### src/rtl/vid_pkg.sv
// rtl/vid_pkg.sv - shared video types, state codes and default colours
package vid_pkg;

  typedef logic [23:0] rgb_t;
  typedef logic [10:0] coord_t;
  typedef logic [1:0]  state_t;

  localparam state_t ST_WAIT_FRAME = 2'd0;
  localparam state_t ST_RUN        = 2'd1;
  localparam state_t ST_DONE       = 2'd2;

  localparam rgb_t BORDER_C_DEF = 24'h000040;
  localparam rgb_t UFLOW_C_DEF  = 24'hFF0000;

endpackage

### src/rtl/raster_xy_counter.sv
// rtl/raster_xy_counter.sv - raster x/y position counters and frame-start edge detect
module raster_xy_counter
  import vid_pkg::*;
(
  input  logic   clk,
  input  logic   rst,
  input  logic   vsync,
  input  logic   de,
  output coord_t x,
  output coord_t y,
  output logic   frame_start
);

  logic vsync_q;
  logic de_q;

  // vsync_q resets high so a reset taken while vsync is high needs a fresh low period first
  assign frame_start = vsync & ~vsync_q;

  // Registered copies of vsync and de for edge detection
  always_ff @(posedge clk) begin
    if (rst) begin
      vsync_q <= 1'b1;
      de_q    <= 1'b0;
    end else begin
      vsync_q <= vsync;
      de_q    <= de;
    end
  end

  // Column: counts active cycles in the line, cleared when de falls
  always_ff @(posedge clk) begin
    if (rst) begin
      x <= '0;
    end else if (de) begin
      x <= x + 11'd1;
    end else if (de_q) begin
      x <= '0;
    end
  end

  // Line: counts completed active lines since frame start
  always_ff @(posedge clk) begin
    if (rst) begin
      y <= '0;
    end else if (frame_start) begin
      y <= '0;
    end else if (de_q && !de) begin
      y <= y + 11'd1;
    end
  end

endmodule

### src/rtl/img_window_reader.sv
// rtl/img_window_reader.sv - pulls gray pixels inside a fixed window and emits registered RGB888
module img_window_reader
  import vid_pkg::*;
#(
  parameter int unsigned IMG_W    = 225,
  parameter int unsigned IMG_H    = 225,
  parameter int unsigned WIN_X0   = 208,
  parameter int unsigned WIN_Y0   = 128,
  parameter rgb_t        BORDER_C = BORDER_C_DEF,
  parameter rgb_t        UFLOW_C  = UFLOW_C_DEF
)
(
  input  logic        clk,
  input  logic        rst,
  input  logic        i_vsync,
  input  logic        i_hsync,
  input  logic        i_de,
  input  logic        i_valid,
  input  logic [7:0]  i_data,
  output logic        o_next,
  output logic [23:0] o_rgb,
  output logic        o_de,
  output logic        o_hsync,
  output logic        o_vsync,
  output logic        o_underflow,
  output logic        o_frame_done
);

  localparam coord_t X_LO   = coord_t'(WIN_X0);
  localparam coord_t X_END  = coord_t'(WIN_X0 + IMG_W);
  localparam coord_t X_LAST = coord_t'(WIN_X0 + IMG_W - 1);
  localparam coord_t Y_LO   = coord_t'(WIN_Y0);
  localparam coord_t Y_END  = coord_t'(WIN_Y0 + IMG_H);
  localparam coord_t Y_LAST = coord_t'(WIN_Y0 + IMG_H - 1);

  coord_t x;
  coord_t y;
  logic   frame_start;
  state_t state;
  logic   in_win;
  logic   last_px;

  raster_xy_counter u_xy (
    .clk         (clk),
    .rst         (rst),
    .vsync       (i_vsync),
    .de          (i_de),
    .x           (x),
    .y           (y),
    .frame_start (frame_start)
  );

  // The frame-start cycle still carries the old y, so it is kept out of the window;
  // vsync low and reset also block reads from the loader.
  assign in_win = (state == ST_RUN) && i_de && i_vsync && !frame_start && !rst &&
                  (x >= X_LO) && (x < X_END) && (y >= Y_LO) && (y < Y_END);
  assign last_px = in_win && (x == X_LAST) && (y == Y_LAST);
  assign o_next  = in_win && i_valid;

  // Frame FSM: frame start always resyncs into RUN, last window pixel ends the frame
  always_ff @(posedge clk) begin
    if (rst) begin
      state <= ST_WAIT_FRAME;
    end else if (frame_start) begin
      state <= ST_RUN;
    end else if ((state == ST_RUN) && last_px) begin
      state <= ST_DONE;
    end
  end

  // Output register: pixel mux, delayed syncs/DE, sticky underflow and done pulse
  always_ff @(posedge clk) begin
    if (rst) begin
      o_rgb        <= '0;
      o_de         <= 1'b0;
      o_hsync      <= 1'b1;
      o_vsync      <= 1'b1;
      o_underflow  <= 1'b0;
      o_frame_done <= 1'b0;
    end else begin
      o_de         <= i_de;
      o_hsync      <= i_hsync;
      o_vsync      <= i_vsync;
      o_frame_done <= last_px;
      if (in_win && i_valid) begin
        o_rgb <= {i_data, i_data, i_data};
      end else if (in_win) begin
        o_rgb <= UFLOW_C;
      end else if (i_de) begin
        o_rgb <= BORDER_C;
      end else begin
        o_rgb <= '0;
      end
      if (frame_start) begin
        o_underflow <= 1'b0;
      end else if (in_win && !i_valid) begin
        o_underflow <= 1'b1;
      end
    end
  end

endmodule

### config.mk
export PLATFORM = sky130hd
export DESIGN_NAME = img_window_reader
export DESIGN_NICKNAME = d
export VERILOG_FILES = /design/src/rtl/vid_pkg.sv /design/src/rtl/raster_xy_counter.sv /design/src/rtl/img_window_reader.sv
export SDC_FILE = /design/constraint.sdc
export NUM_CORES = 1
export LEC_CHECK = 0
export ABC_AREA = 1
export CAP_MARGIN = 20
export CORE_MARGIN = 5
export CORE_UTILIZATION = 40
export DETAILED_ROUTE_END_ITERATION = 10
export GPL_TIMING_DRIVEN = 0
export PLACE_DENSITY = 0.62
export SETUP_SLACK_MARGIN = 0.02
export SLEW_MARGIN = 25
export SYNTH_ARGS = -nofsm -noshare
export SYNTH_HDL_FRONTEND = slang
export SYNTH_SLANG_ARGS = --single-unit
### constraint.sdc
create_clock -name clk -period 1.9 [get_ports clk]
set_clock_uncertainty 0.2 [all_clocks]
set_input_delay 0.285 -clock clk [delete_from_list [all_inputs] [get_ports clk]]
set_output_delay 0.285 -clock clk [all_outputs]
set_load 0.01 [all_outputs]
==> results.toml, run 1 <==
[clocking]
numClockSinks = 46
clkLatencyLatePin_ps = 300
htreeDepth = 2
cts_buffer_depth = 2
cts-buffers-inserted = 5
clkTransAtPathRegs_ps = 80
cts_tree = "built"
root_buffer = "clkbuf_8"
ctsHoldBuffers = 0

[setup_path]
r2r_slack_ps = 70
path_cells = "inv_1 > nor2_2 > nand2_2 > nor2_2 > nand3_2 > nor2_4 > nand2_4 > inv_2 > buf_6"
cpMostUsedCell = "nor2_2"
critical_path_class = "flop to output port"
rr_worst_depth = 12
worstPathRequired_ps = 1410
startpoint_type = "flop"
crit_path_max_fanout = 2
max_stage_delay_ps = 340
worstReg2RegStart = "u_xy.y[9]"
end_kind = "output port"
regToRegEndpoint = "state[0]"
crit_arrival_ps = 1460
cp_slowest_cell = "dfxtp_2"

[final_layout]
final_common_cell = "nand2_1"
register_area_um2 = 953
area.growth.synth_to_final_pct = 44.6
multi_input_area_um2 = 978
nFillCells = 478
finish.utilization_pct = 59.5
finalInstanceArea_um2 = 3020
n_antenna_cell = 0
layout_common_cells = "52 x nand2_1, 46 x inv_1, 39 x clkdlybuf4s50_1"
nNetsFinal = 381
drive_gt1_share_pct = 26.4

[die]
die_y_um = 82.3
die_area_um2 = 6770
pin_count = 44
initial_core_util_pct = 41.2
core_region_area_um2 = 5070
die_width_um = 82.3
row_count = 26

[timing]
period_minus_slack_ps = 1940
setup_ws_ps = -44.8
max_slew.worst_pin.slew_ps = 554
relSlewSlack_pct = 63.0
hold_viol_final = 0
finalMaxSlewViolations = 0
rsz0062_at_grt = "yes"
setup_viol = 1
fin_crit_sh_pct = 102
fmax_mhz = 514

[hold_path]
hold_path_depth = 3
hold_start = "i_vsync"
worstHoldPathType = "input port to flop"
hold_end = "u_xy.vsync_q"

[place]
dpl_cell_area_um2 = 2610
place.gp.congestion = 0.854
dp_hpwl_um = 3580
post-place-ws_ps = -884
port-buffer-count = 43

[drt]
ant_nets = 0
drt_iter0_drc = 70
drc_errors = 0
wl_per_cell_um = 11.9
drt_wl_total_um = 5160
viasPerCell = 4.64
num_vias = 2012
dr.pass1.iters = 4

[yosys]
synth_nets = 306
ys_ff_latch = 46
ys_types = 28
yosys_warnings = 0
syn_area_um2 = 2090
syn_area_per_cell_um2 = 7.26
ys_seq_area_share_pct = 44.1
synthCells = 288

[power]
clock_power_share_pct = 38.8
seqPwrFrac_pct = 52.7
power_density_nw_per_um2 = 612
p_int_mw = 1.44
combPwrFrac_pct = 8.5
switching_share_pct = 22.2
switchingPower_mw = 0.411
peakVddDrop_uv = 354
p_leak_nw = 1.34

[job]
drv_cap = 0

[run_status]
status = "finished, violations left"
violations = "setup timing"

[global_routing]
grt_overflow_total = 0
grt_util_all_layers_pct = 15.6
grt_pass1_vias = 1833
grt_antenna_before_repair = 0
grt_pass1_wl_um = 8180
grt_max_degree = 15
## sequential cells by signal, indices dropped and copies added (netlist names)
name / count
o_rgb: 17
u_xy.x: 11
u_xy.y: 11
state: 2
o_frame_done: 1
o_hsync: 1
o_underflow: 1
u_xy.de_q: 1
u_xy.vsync_q: 1
## cells in the mapped netlist
master	instances	area, um^2
nand2_2	3	18.8
buf_6	2	22.5
nor3_2	2	20.0
buf_4	7	52.6
nand3_1	12	60.1
o21ai_0	15	75.1
inv_1	50	188
a211oi_1	4	30.0
nor2_2	4	25.0
or2_2	1	6.26
nand2_1	54	203
a22oi_1	2	15.0
a211oi_2	1	12.5
a21oi_2	1	8.76
nor2_1	44	165
nor3_4	1	16.3
ha_1	4	50.1
o21ai_2	2	17.5
nor3b_1	1	7.51
nand4_1	6	37.5
clkinv_1	1	3.75
o41ai_1	1	8.76
inv_2	1	3.75
buf_2	1	5.00
a21oi_1	16	80.1
o21bai_2	1	11.3
nor3_1	5	25.0
dfxtp_1	46	921
## worst max-delay path by stage
stage                         to       from  depth (start not counted)
final                     o_next   state[0]                          9
after global routing      o_next   state[0]                          9
after CTS                 o_next  u_xy.y[9]                          9
after detailed placement  o_next        rst                          9
after global placement    o_next        rst                          9
after floorplan           o_next  u_xy.x[6]                          6
## routing by layer
layer / part of all wire [%] / global-route usage [%] / vias to the layer above
met5: 0 / 0 / -
met4: 2.2 / 5.32 / 0
met3: 8.1 / 3.69 / 11
met2: 47 / 27.4 / 55
met1: 43 / 18.4 / 897
li1: - / - / 1049
## cell families (layout without fill, tap and decap cells)
kind of cell | Yosys count | after routing | share of synthesized area, %
adders and majority gates | 4 | 4 | 2.40
AOI/OAI and AO/OA | 43 | 43 | 12.4
and+or+nand+nor | 133 | 133 | 28.0
buffers and inverters | 62 | 138 | 13.2
DFF | 46 | 46 | 44.1
## power groups by stage
| stage | sequential (mW) | combinational, mW | clock [mW] |
|---|---|---|---|
| 2_1_floorplan | 1.01 | 0.0645 | 0 |
| 3_3_place_gp | 1.00 | 0.124 | 0 |
| 3_5_place_dp | 1.00 | 0.125 | 0 |
| 4_1_cts | 0.978 | 0.152 | 0.746 |
| 5_1_grt | 0.977 | 0.172 | 0.790 |
| 6_report | 0.975 | 0.157 | 0.718 |
## final cells by class
cell class	count	area share (%)
Clock buffer	6	2.40
Tap cell	70	2.90
Inverter	52	6.46
Buffer	10	2.65
Clock inverter	2	1.24
Multi-Input combinational cell	180	32.4
Timing Repair Buffer	68	20.4
Sequential cell	46	31.6
## what timing repair did
item,in CTS,in global routing
buffers inserted,22,3
setup endpoints to repair,1,4
pin swaps,14,8
gates resized for setup,41,18
## stage by stage
stage / std cells / TNS [ps] / power [mW] / hold slack, ps
2_1_floorplan: 288 / 0 / 1.07 / 181
3_3_place_gp: 401 / -5820 / 1.13 / 242
3_5_place_dp: 401 / -6380 / 1.13 / 255
4_1_cts: 431 / -0.180 / 1.88 / 129
5_1_grt: 434 / -168 / 1.94 / 123
6_report: 434 / -44.8 / 1.85 / 109
## critical path, delay by kind of cell (launching register included)
| kind | cells | cell delay (ps) |
|---|---|---|
| buffers and inverters | 3 | 190 |
| and+or+nand+nor | 6 | 650 |
| DFF | 1 | 340 |
Note: power is estimated with default switching activity, not from simulation.
==> run 2: changes to the inputs <==
ABC_CLOCK_PERIOD_IN_PS = 1900   (was default)
PLACE_DENSITY = 0.7   (was 0.62)
==> run 2 against run 1 <==
  * The flow still finishes with violations (setup timing)
  * Core utilization is 0.49 points lower
  * Worst hold slack improved by 36 ps
  * Cell count shrank 1.6%
  * Combinational power hardly changed
  * First-iteration DRC count shrank 31%
  * Sequential power about the same
  * Worst setup slack improved by 24 ps
  * Non-clock buffer count fell by 7
  * Critical path depth down 1
  * Wire length shrank 2.0%
  * Final area fell by 0.83%
  * Critical path type unchanged
  * Largest power group unchanged
==> results.toml, run 2 (synthesized netlist as in run 1, its figures left out) <==
[run_status]
status = "finished, violations left"
violations = "setup timing"

[timing]
setup_viol = 1
finalMaxSlewViolations = 0
hold_viol_final = 0
period_minus_slack_ps = 1920
fmax_mhz = 521
rsz0062_at_grt = "yes"
fin_crit_sh_pct = 101
relSlewSlack_pct = 61.9
setup_ws_ps = -20.4
max_slew.worst_pin.slew_ps = 570

[setup_path]
rr_worst_depth = 13
crit_path_max_fanout = 5
crit_family = "simple AND/OR/NAND/NOR gates"
max_stage_delay_ps = 370
end_kind = "output port"
path_cells = "nor2_1 > nand2_2 > nor2_4 > o21ai_2 > nor2_4 > nand2_4 > inv_2 > buf_6"
cpMostUsedCell = "nor2_4"
crit_arrival_ps = 1440
path_buf_inv = 2
startpoint_type = "flop"
worstPathRequired_ps = 1410
cp_slowest_cell = "dfxtp_4"
cp_num_cells = 8
critical_path_class = "flop to output port"

[drt]
drt_wl_total_um = 5060
viasPerCell = 4.74
ant_nets = 0
drc_errors = 0
drt_iter0_drc = 48
met2WireLength_um = 2380
m1WireLength_um = 2210
dr.pass1.iters = 5
met3RoutedLength_um = 402
wl_per_cell_um = 11.8
top_layer_used = "met4"
num_vias = 2025

[clocking]
numClockSinks = 46
cts_tree = "built"
cts-buffers-inserted = 5
ctsHoldBuffers = 0
clkLatencyLatePin_ps = 300
cts_buffer_depth = 2
htreeDepth = 2
root_buffer = "clkbuf_8"
clkTransAtPathRegs_ps = 90

[die]
die_width_um = 82.3
row_count = 26
die_y_um = 82.3
pin_count = 44
initial_core_util_pct = 41.2
core_region_area_um2 = 5070
die_area_um2 = 6770

[hold_path]
hold_path_depth = 3
worstHoldPathType = "input port to flop"

[place]
post-place-ws_ps = -874
port-buffer-count = 43
dp_hpwl_um = 3530
place.gp.congestion = 0.815

[power]
peakVddDrop_uv = 341
power_density_nw_per_um2 = 674
p_leak_nw = 1.33

[final_layout]
drive_gt1_share_pct = 26.1
final_common_cell = "nand2_1"
layout_common_cells = "51 x nand2_1, 43 x inv_1, 39 x clkdlybuf4s50_1"
largestRegisters = "o_rgb: 17 flops, u_xy.x: 11 flops, u_xy.y: 11 flops"
top_register = "o_rgb"
n_antenna_cell = 0
area.growth.synth_to_final_pct = 43.4
finish.utilization_pct = 59.0
nNetsFinal = 374
largest_reg_flops = 17

[job]
drv_cap = 0

[global_routing]
grt_pass1_wl_um = 8370
grt_util_all_layers_pct = 16.0
grt_overflow_total = 0
grt_pass1_vias = 1900
grt_antenna_before_repair = 0
grt_max_degree = 15
run 2: cell types whose count changed in the layout (fill, tap and decap cells not counted), sizes merged:
cell | before | now
buf | 36 | 29
dlygate4sd2 | 1 | 3
bufinv | 1 | 2
clkbuf | 7 | 6
clkdlybuf4s15 | 1 | 0
clkinvlp | 1 | 0
run 2: metrics by stage:
stage | cells | area [um^2] | hold slack [ps] | TNS [ps] | power (mW)
5_1_grt | 427 | 3000 | 178 | -222 | 2.10
4_1_cts | 425 | 2940 | 139 | 0 | 2.03
6_report | 427 | 3000 | 145 | -20.4 | 2.02
3_3_place_gp | 401 | 2610 | 245 | -5540 | 1.13
2_1_floorplan | 288 | 2090 | 181 | 0 | 1.07
3_5_place_dp | 401 | 2610 | 249 | -6070 | 1.13
run 2: path summary, 6_finish.rpt:
| path | start | endpoint | slack, ps |
|---|---|---|---|
| max | u_xy.x[2] | o_next | -20 |
| min | i_vsync | u_xy.vsync_q | 140 |
| max reg2reg | u_xy.x[2] | state[0] | 10 |
| min reg2reg | state[0] | state[0] | 270 |
run 2: timing repair:
item | in CTS | in global routing
resized for setup | 41 | 18
pin swaps | 11 | 7
endpoints found under the hold margin | 0 | 0
endpoints found under the setup margin | 2 | 4
setup buffers | 16 | 2
run 2: worst min-delay path: stages:
cell and delay, ps:
dlygate4sd2_1 220, inv_1 50, nand2_1 50
run 2: area by class of cell:
| cell class | instances | area [um^2] |
|---|---|---|
| plain buffers | 10 | 80.1 |
| repair buffers | 61 | 563 |
| clock inverters | 2 | 60.1 |
| fillers | 470 | 2080 |
| multi-input cells | 180 | 972 |
| well taps | 70 | 87.6 |
| inverters | 52 | 195 |
| flip-flops and latches | 46 | 956 |
| clock buffers | 6 | 82.6 |
run 2: where the power goes:
part	leakage [nW]	internal, mW	switching, mW
registers	0.383	0.968	0.00837
logic	0.872	0.0761	0.0805
clock network	0.0714	0.561	0.327
total	1.33	1.60	0.416
run 2: layer usage:
metal  vias up  GRT usage (%)
met3         9           4.66
li1       1033              -
met2        62           26.8
met1       921           19.1
met5         -              0
met4         0           6.15
